===== config.mk =====
export PLATFORM = sky130hd
export DESIGN_NAME = phase_seq
export DESIGN_NICKNAME = d
export VERILOG_FILES = /design/src/rtl/phase_seq.sv
export SDC_FILE = /design/constraint.sdc
export NUM_CORES = 1
export LEC_CHECK = 0
export ABC_AREA = 1
export CAP_MARGIN = 30
export CORE_MARGIN = 2
export CORE_UTILIZATION = 49
export CTS_CLUSTER_SIZE = 25
export DETAILED_ROUTE_END_ITERATION = 7
export GPL_ROUTABILITY_DRIVEN = 0
export HOLD_SLACK_MARGIN = 0.03
export PLACE_DENSITY = 0.77
export SLEW_MARGIN = 20
export SYNTH_ARGS = -nofsm -noshare
export SYNTH_HDL_FRONTEND = slang
export SYNTH_SLANG_ARGS = --single-unit

===== constraint.sdc =====
create_clock -name clk -period 1.7 [get_ports clk]
set_input_delay 0.425 -clock clk [delete_from_list [all_inputs] [get_ports clk]]
set_output_delay 0.425 -clock clk [all_outputs]
set_load 0.05 [all_outputs]

===== src/rtl/phase_seq.sv =====
// Multi-cycle IF/ID/EX/MEM/WB phase sequencer for the 16-bit SIMPLE core.
// Moore enables per phase, IN/OUT handshake with timeout, HLT and retire count.
module phase_seq #(
    parameter int IO_TIMEOUT = 255,
    parameter int CNT_W      = 16
) (
    input  logic             clk,
    input  logic             rst_n,
    input  logic             start,
    input  logic [15:0]      inst,
    input  logic             io_ack,
    output logic             pc_we,
    output logic             ir_we,
    output logic             dec_en,
    output logic             alu_en,
    output logic             mem_en,
    output logic             io_req,
    output logic             wb_en,
    output logic             halted,
    output logic             io_err,
    output logic [2:0]       phase,
    output logic [CNT_W-1:0] icount
);

    typedef enum logic [2:0] {
        S_IDLE = 3'd0,
        S_IF   = 3'd1,
        S_ID   = 3'd2,
        S_EX   = 3'd3,
        S_MEM  = 3'd4,
        S_WB   = 3'd5,
        S_HALT = 3'd6
    } state_e;

    localparam logic [15:0] WAIT_LAST = 16'(IO_TIMEOUT - 1);

    state_e             state_q, state_d;
    logic               io_err_q, io_err_d;
    logic [CNT_W-1:0]   icount_q, icount_d;
    logic [15:0]        wait_q, wait_d;

    logic is_ls, is_io, is_hlt;

    assign is_ls  = ~inst[15];
    assign is_io  = (inst[15:14] == 2'b11) && ((inst[7:4] == 4'hC) || (inst[7:4] == 4'hD));
    assign is_hlt = (inst[15:14] == 2'b11) && (inst[7:4] == 4'hF);

    // NOTE: state registers use non-blocking assignments so every flop samples
    // pre-edge values; blocking here would create order-dependent races.
    always_ff @(posedge clk or negedge rst_n) begin
        if (!rst_n) begin
            state_q  <= S_IDLE;
            io_err_q <= 1'b0;
            icount_q <= '0;
            wait_q   <= '0;
        end else begin
            state_q  <= state_d;
            io_err_q <= io_err_d;
            icount_q <= icount_d;
            wait_q   <= wait_d;
        end
    end

    // NOTE: every variable gets a default before the case, so no path leaves
    // one unassigned and no latch is inferred.
    always_comb begin
        state_d  = state_q;
        io_err_d = io_err_q;
        icount_d = icount_q;
        wait_d   = wait_q;
        case (state_q)
            S_IDLE: begin
                if (start) begin
                    state_d  = S_IF;
                    io_err_d = 1'b0;
                end
            end
            S_IF: state_d = S_ID;
            S_ID: state_d = S_EX;
            S_EX: begin
                if (is_hlt) begin
                    state_d  = S_HALT;
                    icount_d = icount_q + 1'b1;
                end else begin
                    state_d = S_MEM;
                    wait_d  = '0;
                end
            end
            S_MEM: begin
                // An ack on the timeout edge wins: it is tested first.
                if (!is_io || io_ack) begin
                    state_d = S_WB;
                end else if (wait_q == WAIT_LAST) begin
                    state_d  = S_WB;
                    io_err_d = 1'b1;
                end else begin
                    wait_d = wait_q + 16'd1;
                end
            end
            S_WB: begin
                state_d  = S_IF;
                icount_d = icount_q + 1'b1;
            end
            S_HALT: begin
                if (start) begin
                    state_d  = S_IF;
                    io_err_d = 1'b0;
                end
            end
            default: state_d = S_IDLE;
        endcase
    end

    assign pc_we  = (state_q == S_IF);
    assign ir_we  = (state_q == S_IF);
    assign dec_en = (state_q == S_ID);
    assign alu_en = (state_q == S_EX);
    assign mem_en = (state_q == S_MEM) && is_ls;
    assign io_req = (state_q == S_MEM) && is_io;
    assign wb_en  = (state_q == S_WB);
    assign halted = (state_q == S_HALT);
    assign io_err = io_err_q;
    assign phase  = state_q;
    assign icount = icount_q;

endmodule


[Word level (Yosys, flattened, before mapping)]
Index checks and enable logic that the tools add are counted.
Word-level totals
  input bits: 20
  latch bits: 0
  output and inout port bits: 28
  memories kept: 0
  memory bits (read-only): 0
  register bits: 36
  bits in writable memories: 0
Cells by class
  $add $sub $neg: 2
  equal/unequal tests: 18
  div/mod/pow operators: 0
  reductions and logical operators: 16
  bitwise gates (word level): 1
  shift-type cells: 0
  magnitude comparators: 0
  multiply operators: 0
  muxes and demuxes: 15
Operators with widths (count)
  two-way mux 16 bit: 4
  one-hot mux 16 bit (2 select lines): 2
  adder 16 x 1 -> 16 bit (second input constant): 2
  one-hot mux 3 bit (6 select lines): 1
  equality test 16 x 8 -> 1 bit (second input constant): 1
  equality test 4 bit (second input constant): 3
  equality test 3 bit (second input constant): 3
  two-way mux 3 bit: 3
  inequality test 2 bit (second input constant): 4
  AND reduction 4 bit: 2
  equality test 3 x 2 -> 1 bit (second input constant): 2
  nonzero test 2 bit: 3
  logical AND 1 bit: 4
  inequality test 2 x 1 -> 1 bit (second input constant): 2
  AND reduction 2 bit: 2
  equality test 3 x 1 -> 1 bit (second input constant): 1
  zero test 3 bit: 1
  two-way mux 1 bit: 3
  inequality test 3 bit (second input constant): 1
  equality test 2 bit (second input constant): 1
  logical OR 1 bit: 2
  two-way mux 2 bit: 1
  one-hot mux 1 bit (2 select lines): 1
  OR reduction 2 bit: 1
  other kinds (2): 2

[Logic depth before layout (Yosys ltp)]
Gate-level depths: netlist (run 1).
  word-level depth: 7
  depth in mapped cells: 10
  gate-level depth less buffers: 9

[Least setup slack after synthesis (run 1)]
Ideal clock, no wire load.
  path kind: flip-flop to output port
  start: register state_q[0], in the netlist phase[0]
  end: output port pc_we
  stages on the path, launching flop included: 4
  data arrival time: 2414 ps
  data required time: 1275 ps
  setup slack: -1139 ps
  path through: dfrtp_1 inv_1 nor3_1 buf_4
On the way
  cells in the longest elaborated chain, start to end: 1
RTL lines
  start, declared: RTL line 37  | state_e state_q, state_d;
  start signal, assigned: RTL line 57  | state_q <= state_d;
  equality test 3 x 1 -> 1 bit
  end, declared: RTL line 12  | output logic pc_we,
Every way passes these cells.

[Worst setup path after layout (run 1)]
  start: register state_q[1], in the netlist phase[1]
  end: output port pc_we
On the way
  cells in the longest elaborated chain, start to end: 1
RTL lines
  equality test 3 x 1 -> 1 bit: RTL line 114  | assign pc_we = (state_q == S_IF);
Every way passes these cells.

==> results of run 1 <==
-- state kept, by name, summed over array words and instances, names as in the netlist --
register,cells
wait_q,16
icount,16
phase,3
io_err,1
-- logic make-up (layout without fill, tap and decap cells) --
kind of cell               count (synthesis)  after routing  synth area share, %
AOI/OAI and AO/OA                         13             13                 3.07
DFF                                       36             36                 39.4
adders and majority gates                  3              3                 1.64
xor gates and xnor gates                  14             14                 5.37
buffers and inverters                     50            122                 9.53
and+or+nand+nor                          217            218                 41.0
-- area by class of cell --
type | instances | area (sq um) | share of cell area, %
Tap cell | 52 | 65.1 | 1.88
Clock buffer | 8 | 100 | 2.90
Multi-Input combinational cell | 248 | 1300 | 37.7
Sequential cell | 36 | 907 | 26.3
Inverter | 45 | 174 | 5.04
Timing Repair Buffer | 69 | 903 | 26.2
-- worst max-delay path, delay by kind of cell, from the launching register on --
kind	cells	cell delay, ns
buffers and inverters	2	0.32
flip-flops	1	0.45
AND/OR/NAND/NOR	1	0.28
-- power by group through the flow --
stage                     Clock (W)  Sequential [W]  Combinational [W]
after CTS                  0.000698         0.00112            0.00244
final                      0.000696         0.00115            0.00267
after global routing       0.000748         0.00116            0.00280
after global placement            0         0.00114            0.00211
after floorplan                   0         0.00144           0.000918
after detailed placement          0         0.00114            0.00215
-- worst max-delay path by stage --
stage,start,endpoint,slack (ns)
3_5_place_dp,inst[15],wait_q[11],-0.37
6_report,phase[1],pc_we,-0.07
4_1_cts,phase[2],pc_we,-0.05
2_1_floorplan,phase[0],pc_we,-0.13
5_1_grt,phase[0],mem_en,-0.12
3_3_place_gp,inst[15],wait_q[11],-0.30
-- layout by cell type, fill, tap and decap left out --
cell	n
dfrtp_2	5
nand3_4	3
xor2_1	6
nand2_8	1
nand4_1	10
dfrtp_1	31
clkbuf_8	7
buf_6	6
nand2_1	125
o21ai_0	9
nand3_2	3
dlygate4sd2_1	4
clkbuf_1	1
nor3_4	1
nor2_2	4
o21bai_1	2
or2_2	1
a21oi_1	2
nand3b_1	1
inv_2	5
buf_2	1
nand3_1	20
nand3b_4	1
inv_6	1
xnor2_1	8
nand2_2	4
nand2_4	2
nor2_1	30
ha_1	3
buf_4	26
inv_1	39
nor3_1	4
clkdlybuf4s50_1	4
nor2_4	6
nor3b_1	2
buf_12	28
-- metrics by stage --
step	setup WS (ns)	cell area (sq um)	hold WS, ns	std cells
after global placement	-0.303	3120	0.490	434
after CTS	-0.0519	3350	0.174	454
after global routing	-0.116	3450	0.193	458
final	-0.0724	3450	0.155	458
after floorplan	-0.134	2330	0.129	333
after detailed placement	-0.365	3120	0.492	434
-- layer usage --
metal  vias to the layer above  global-route usage [%]
met5                         -                       0
met4                         0                    9.85
met3                        14                    6.53
met2                        77                    44.4
met1                      1165                    31.0
li1                       1182                       -
-- timing repair --
item,in CTS,in global routing
hold endpoints to repair,0,0
resized for setup,20,15
gates cloned,0,1
pin swaps,7,3
endpoints found under the setup margin,20,25
setup buffers,12,3
==> flow_metrics.tcl, run 1 <==
set metrics [dict create \
    share_of_post_route_cells_with_drive_strength_above_1_pct 25.9 \
    dr.max_layer_used "met4" \
    setup-violations-final 8 \
    remaining_overflow_grt 0 \
    power.sequential.fraction_pct 25.5 \
    fin_crit_ns 1.77 \
    r2r_slack_ns 0.03 \
    route.final.wire_length_mm 6.62 \
    ys_types 24 \
    grt_pass1_vias 2347 \
    total_leakage_power_nw 1.72 \
    diodes 0 \
    clock_tree_from_tritoncts "yes" \
    ys_top_cells_by_area "dfrtp_1 (39%), nand2_1 (21%), inv_1 (7.2%)" \
    rsz0062_at_grt "true" \
    clk_pin_slew_ns 0.09 \
    critical-path-max-stage-delay_ns 0.45 \
    setup.worst_path.end_class "output pin" \
    routed_via_density 5.32 \
    setup-tns-final_ns -0.345 \
    grt_antenna_before_repair 0 \
    route.antenna.remaining_nets 0 \
    synth.cell_area_sq_mm 0.00228 \
    power.ir.vdd_worst_mv 1.67 \
    post-synth-top-area-cell "dfrtp_1" \
    max_capacitance_violation_total 0 \
    mappedNetlistNets 356 \
    syn_inst 333 \
    report.final.slew_viol_count 0 \
    swShare_pct 44.5 \
    synth.yosys.seq_area_share_pct 39.4 \
    worst_setup_path_start_kind "flop" \
    pwr-share-clk_pct 15.4 \
    dominantRegCellSynth "dfrtp_1" \
    clkLatencyLatePin_ns 0.31 \
    failed_checks "negative setup slack" \
    post_drt_wl_per_cell_microns 14.5 \
    dr.pass1.iters 5 \
    critical_path.max_fanout 4 \
    core_region_area_sq_mm 0.00441 \
    detailed_place_hpwl_mm 4.06 \
    period_share_pct 104 \
    drc 0 \
    floorplan.initialDensity_pct 51.8 \
    p_comb_share_pct 59.1 \
    tightestPinTransition_ns 0.462 \
    routed-wl-met3_microns 333 \
    number_of_enable_flip_flop_cells_after_synthesis 0 \
    tritoncts.num_buffers 5 \
    grt_max_degree 37 \
    worstPathArrival_ns 1.35 \
    finish.net_count 428 \
    power.internal_w 0.00251 \
    groute.usage.overall_pct 25.8 \
    path_cells "buf_6 > nor3_4 > buf_12" \
    met1Wirelength_mm 2.65 \
    dr_total_vias 2438 \
    synthToLayoutAreaGrowth_pct 51.1 \
    num-fill-cells 272 \
    wl_met2_mm 3.53 \
    critical-path-slowest-cell "dfrtp_2" \
    post-route-worst-setup-slack_ns -0.0724 \
    htreeDepth 2 \
    ys_seq_elements 36 \
    wire_length_of_the_first_global_routing_pass_mm 10.4 \
    critical_path_required_ns 1.27 \
    cts.sink_count 36 \
    status "finished with violations" \
    post-synth-top-area-fraction_pct 39.4 \
    r2r_start "phase[0]" \
    power.total_w 0.00452 \
    number_of_buffer_cells_added_on_primary_ports 37 \
    cts.hold.buffers_added 0 \
    fraction_of_registers_with_async_set_reset_pct 100 \
    report.final.hold_viol_count 0 \
    timing.rr.end "wait_q[10]" \
    worst-r2r-cell-count 10 \
    root_buffer "clkbuf_8" \
    most_repeated_cell_in_the_gate_level_netlist_after_synthesis "nand2_1" \
    worst-setup-path-type "reg2out" \
    ys.warnings.count 0 \
    fp-row-count 24 \
    fmax_mhz 564 \
    cts.path.max_buffers 2 \
    total_switching_power_w 0.00201 \
    die_area_sq_mm 0.00523 \
    synth.cells.most_frequent "nand2_1 (128), inv_1 (44), nor2_1 (38)" \
    design.portCount 48 \
    utilization_pct 78.2 \
    violation_count_after_the_first_detailed_routing_iteration 194 \
    fp.dieW_microns 72.3 \
    finClkSkew_ns 0.0160 \
    pwr_density_cell_mw_per_mm2 1310 \
    slew-limit-headroom_pct 69.2 \
    dieHeight_microns 72.3 \
    hold_class "in2async" \
    synth_area_per_cell_sq_um 6.86 \
]
(Power assumes the default switching activity.)
==> run 2: changes to the inputs <==
- PLACE_DENSITY: 0.77 -> not set
- PLACE_DENSITY_LB_ADDON: not set -> 0.12
==> run 2 against run 1 <==
Net effect:
- the flow still finishes with violations (negative setup slack)
- worst setup slack improved by 0.015 ns
- first-iteration DRC count down 27%
- register-to-register slack gained 0.03 ns
- critical path type unchanged
- highest routed layer unchanged
==> flow_metrics.tcl, run 2 (synthesis results as in run 1) <==
set metrics [dict create \
    worst-setup-path-type "reg2out" \
    critical-path-max-stage-delay_ns 0.44 \
    final.hold.worst_slack_ns 0.163 \
    critical_path.max_fanout 6 \
    remaining_overflow_grt 0 \
    grt_pass1_vias 2326 \
    path_cells "buf_6 > nor3_4 > buf_12" \
    route.antenna.remaining_nets 0 \
    htreeDepth 2 \
    core_region_area_sq_mm 0.00441 \
    drc 0 \
    swShare_pct 44.1 \
    worst_setup_path_start_kind "flop" \
    share_of_post_route_cells_with_drive_strength_above_1_pct 24.7 \
    violation_count_after_the_first_detailed_routing_iteration 141 \
    clock_tree_from_tritoncts "yes" \
    cts.hold.buffers_added 0 \
    report.final.hold_viol_count 0 \
    fp-row-count 24 \
    grt_antenna_before_repair 0 \
    routed_via_density 5.23 \
    p_comb_share_pct 59.4 \
    design.portCount 48 \
    met1Wirelength_mm 2.59 \
    multi_input_area_sq_mm 0.00127 \
    max_capacitance_violation_total 0 \
    tightestPinTransition_ns 0.461 \
    post_drt_wl_per_cell_microns 13.4 \
    setup-tns-final_ns -0.175 \
    power.sequential.fraction_pct 26.6 \
    period_share_pct 103 \
    dp.cells 435 \
    critical_path_required_ns 1.27 \
    setup-violations-final 6 \
    groute.usage.overall_pct 24.5 \
    total_leakage_power_nw 1.68 \
    clk_pin_slew_ns 0.07 \
    power.total_w 0.00424 \
    wl_met2_mm 3.06 \
    fin_crit_ns 1.76 \
    status "finished with violations" \
    tritoncts.num_buffers 5 \
    timing.critical_path.buf_inv 2 \
    report.final.slew_viol_count 0 \
    rsz0062_at_grt "true" \
    power.internal_w 0.00237 \
    failed_checks "negative setup slack" \
    die_area_sq_mm 0.00523 \
    dr.pass1.iters 4 \
    worstPathArrival_ns 1.33 \
    finish.net_count 427 \
    dr.max_layer_used "met4" \
    wire_length_of_the_first_global_routing_pass_mm 10.2 \
    num-fill-cells 311 \
    number_of_buffer_cells_added_on_primary_ports 37 \
    hold_class "in2async" \
    top_library_cells_by_usage_in_the_layout_fill_and_taps_aside "nand2_1 (126), inv_1 (40), nor2_1 (31), dfrtp_1 (31), buf_12 (28)" \
    clkLatencyLatePin_ns 0.29 \
    utilization_pct 76.8 \
    finish.cell_count_without_fillers 457 \
    dr_total_vias 2392 \
    critical-path-slowest-cell "dfrtp_2" \
    pwr-share-clk_pct 14.0 \
    power.ir.vdd_worst_mv 1.60 \
    synthToLayoutAreaGrowth_pct 48.5 \
    diodes 0 \
    sequential_cell_area_sq_um 907 \
    fp.dieW_microns 72.3 \
    route.final.wire_length_mm 6.13 \
    worst_path_dominant_cell_family "flip-flops" \
    cts.path.max_buffers 2 \
    root_buffer "clkbuf_8" \
    total_switching_power_w 0.00187 \
    routed-wl-met3_microns 335 \
    detailed_place_hpwl_mm 3.93 \
    fmax_mhz 569 \
    grt_max_degree 37 \
    most_frequent_standard_cell_in_the_layout_excluding_fill_and_tap_cells "nand2_1" \
    cts.sink_count 36 \
    dieHeight_microns 72.3 \
    pwr_density_cell_mw_per_mm2 1250 \
    post-route-worst-setup-slack_ns -0.0572 \
    floorplan.initialDensity_pct 51.8 \
    finClkSkew_ns 0.00824 \
    setup.worst_path.end_class "output pin" \
    slew-limit-headroom_pct 69.3 \
]
==> run 2: worst paths after layout <==
check                                 from         end  slack [ns]  depth (start not counted)
worst max-delay path              phase[1]       pc_we       -0.06                          3
worst min-delay path                 rst_n   wait_q[5]        0.16                          2
worst max register to register    phase[0]   wait_q[5]        0.06                          9
worst min register to register  wait_q[15]  wait_q[15]        0.52                          2
max in group asynchronous            rst_n   icount[0]        1.18                          2
min in group clk                wait_q[15]  wait_q[15]        0.52                          2
==> run 2: routing by layer <==
layer  up-vias  GRT usage, %
met4         0          10.1
met3        18          5.14
met2        73          40.4
li1       1178             -
met1      1123          31.5
met5         -             0
==> run 2: metrics by stage <==
| stage | setup WS [ns] | cell area [sq um] |
|---|---|---|
| 2_1_floorplan | -0.134 | 2330 |
| 3_3_place_gp | -0.329 | 3120 |
| 3_5_place_dp | -0.385 | 3120 |
| 4_1_cts | -0.0370 | 3320 |
| 5_1_grt | -0.0883 | 3390 |
| 6_report | -0.0572 | 3390 |
==> run 2: layout make-up <==
class	count	share of cell area (%)
inverters	45	5.13
multi-input cells	248	37.4
clock buffers	7	2.25
repair buffers	68	26.4
clock inverters	1	0.148
well taps	52	1.92
flip-flops and latches	36	26.7
==> run 2: power by group through the flow <==
| stage | clock network (W) | logic, W | registers [W] |
|---|---|---|---|
| after floorplan | 0 | 0.000918 | 0.00144 |
| after global placement | 0 | 0.00211 | 0.00115 |
| after detailed placement | 0 | 0.00213 | 0.00115 |
| after CTS | 0.000600 | 0.00237 | 0.00111 |
| after global routing | 0.000636 | 0.00266 | 0.00114 |
| final | 0.000596 | 0.00252 | 0.00113 |
==> run 2: what timing repair did <==
action | 4_1_cts | 5_1_grt
gates cloned | 0 | 1
pin swaps | 10 | 5
endpoints found under the setup margin | 25 | 26
resized for setup | 16 | 14
buffers inserted | 11 | 2
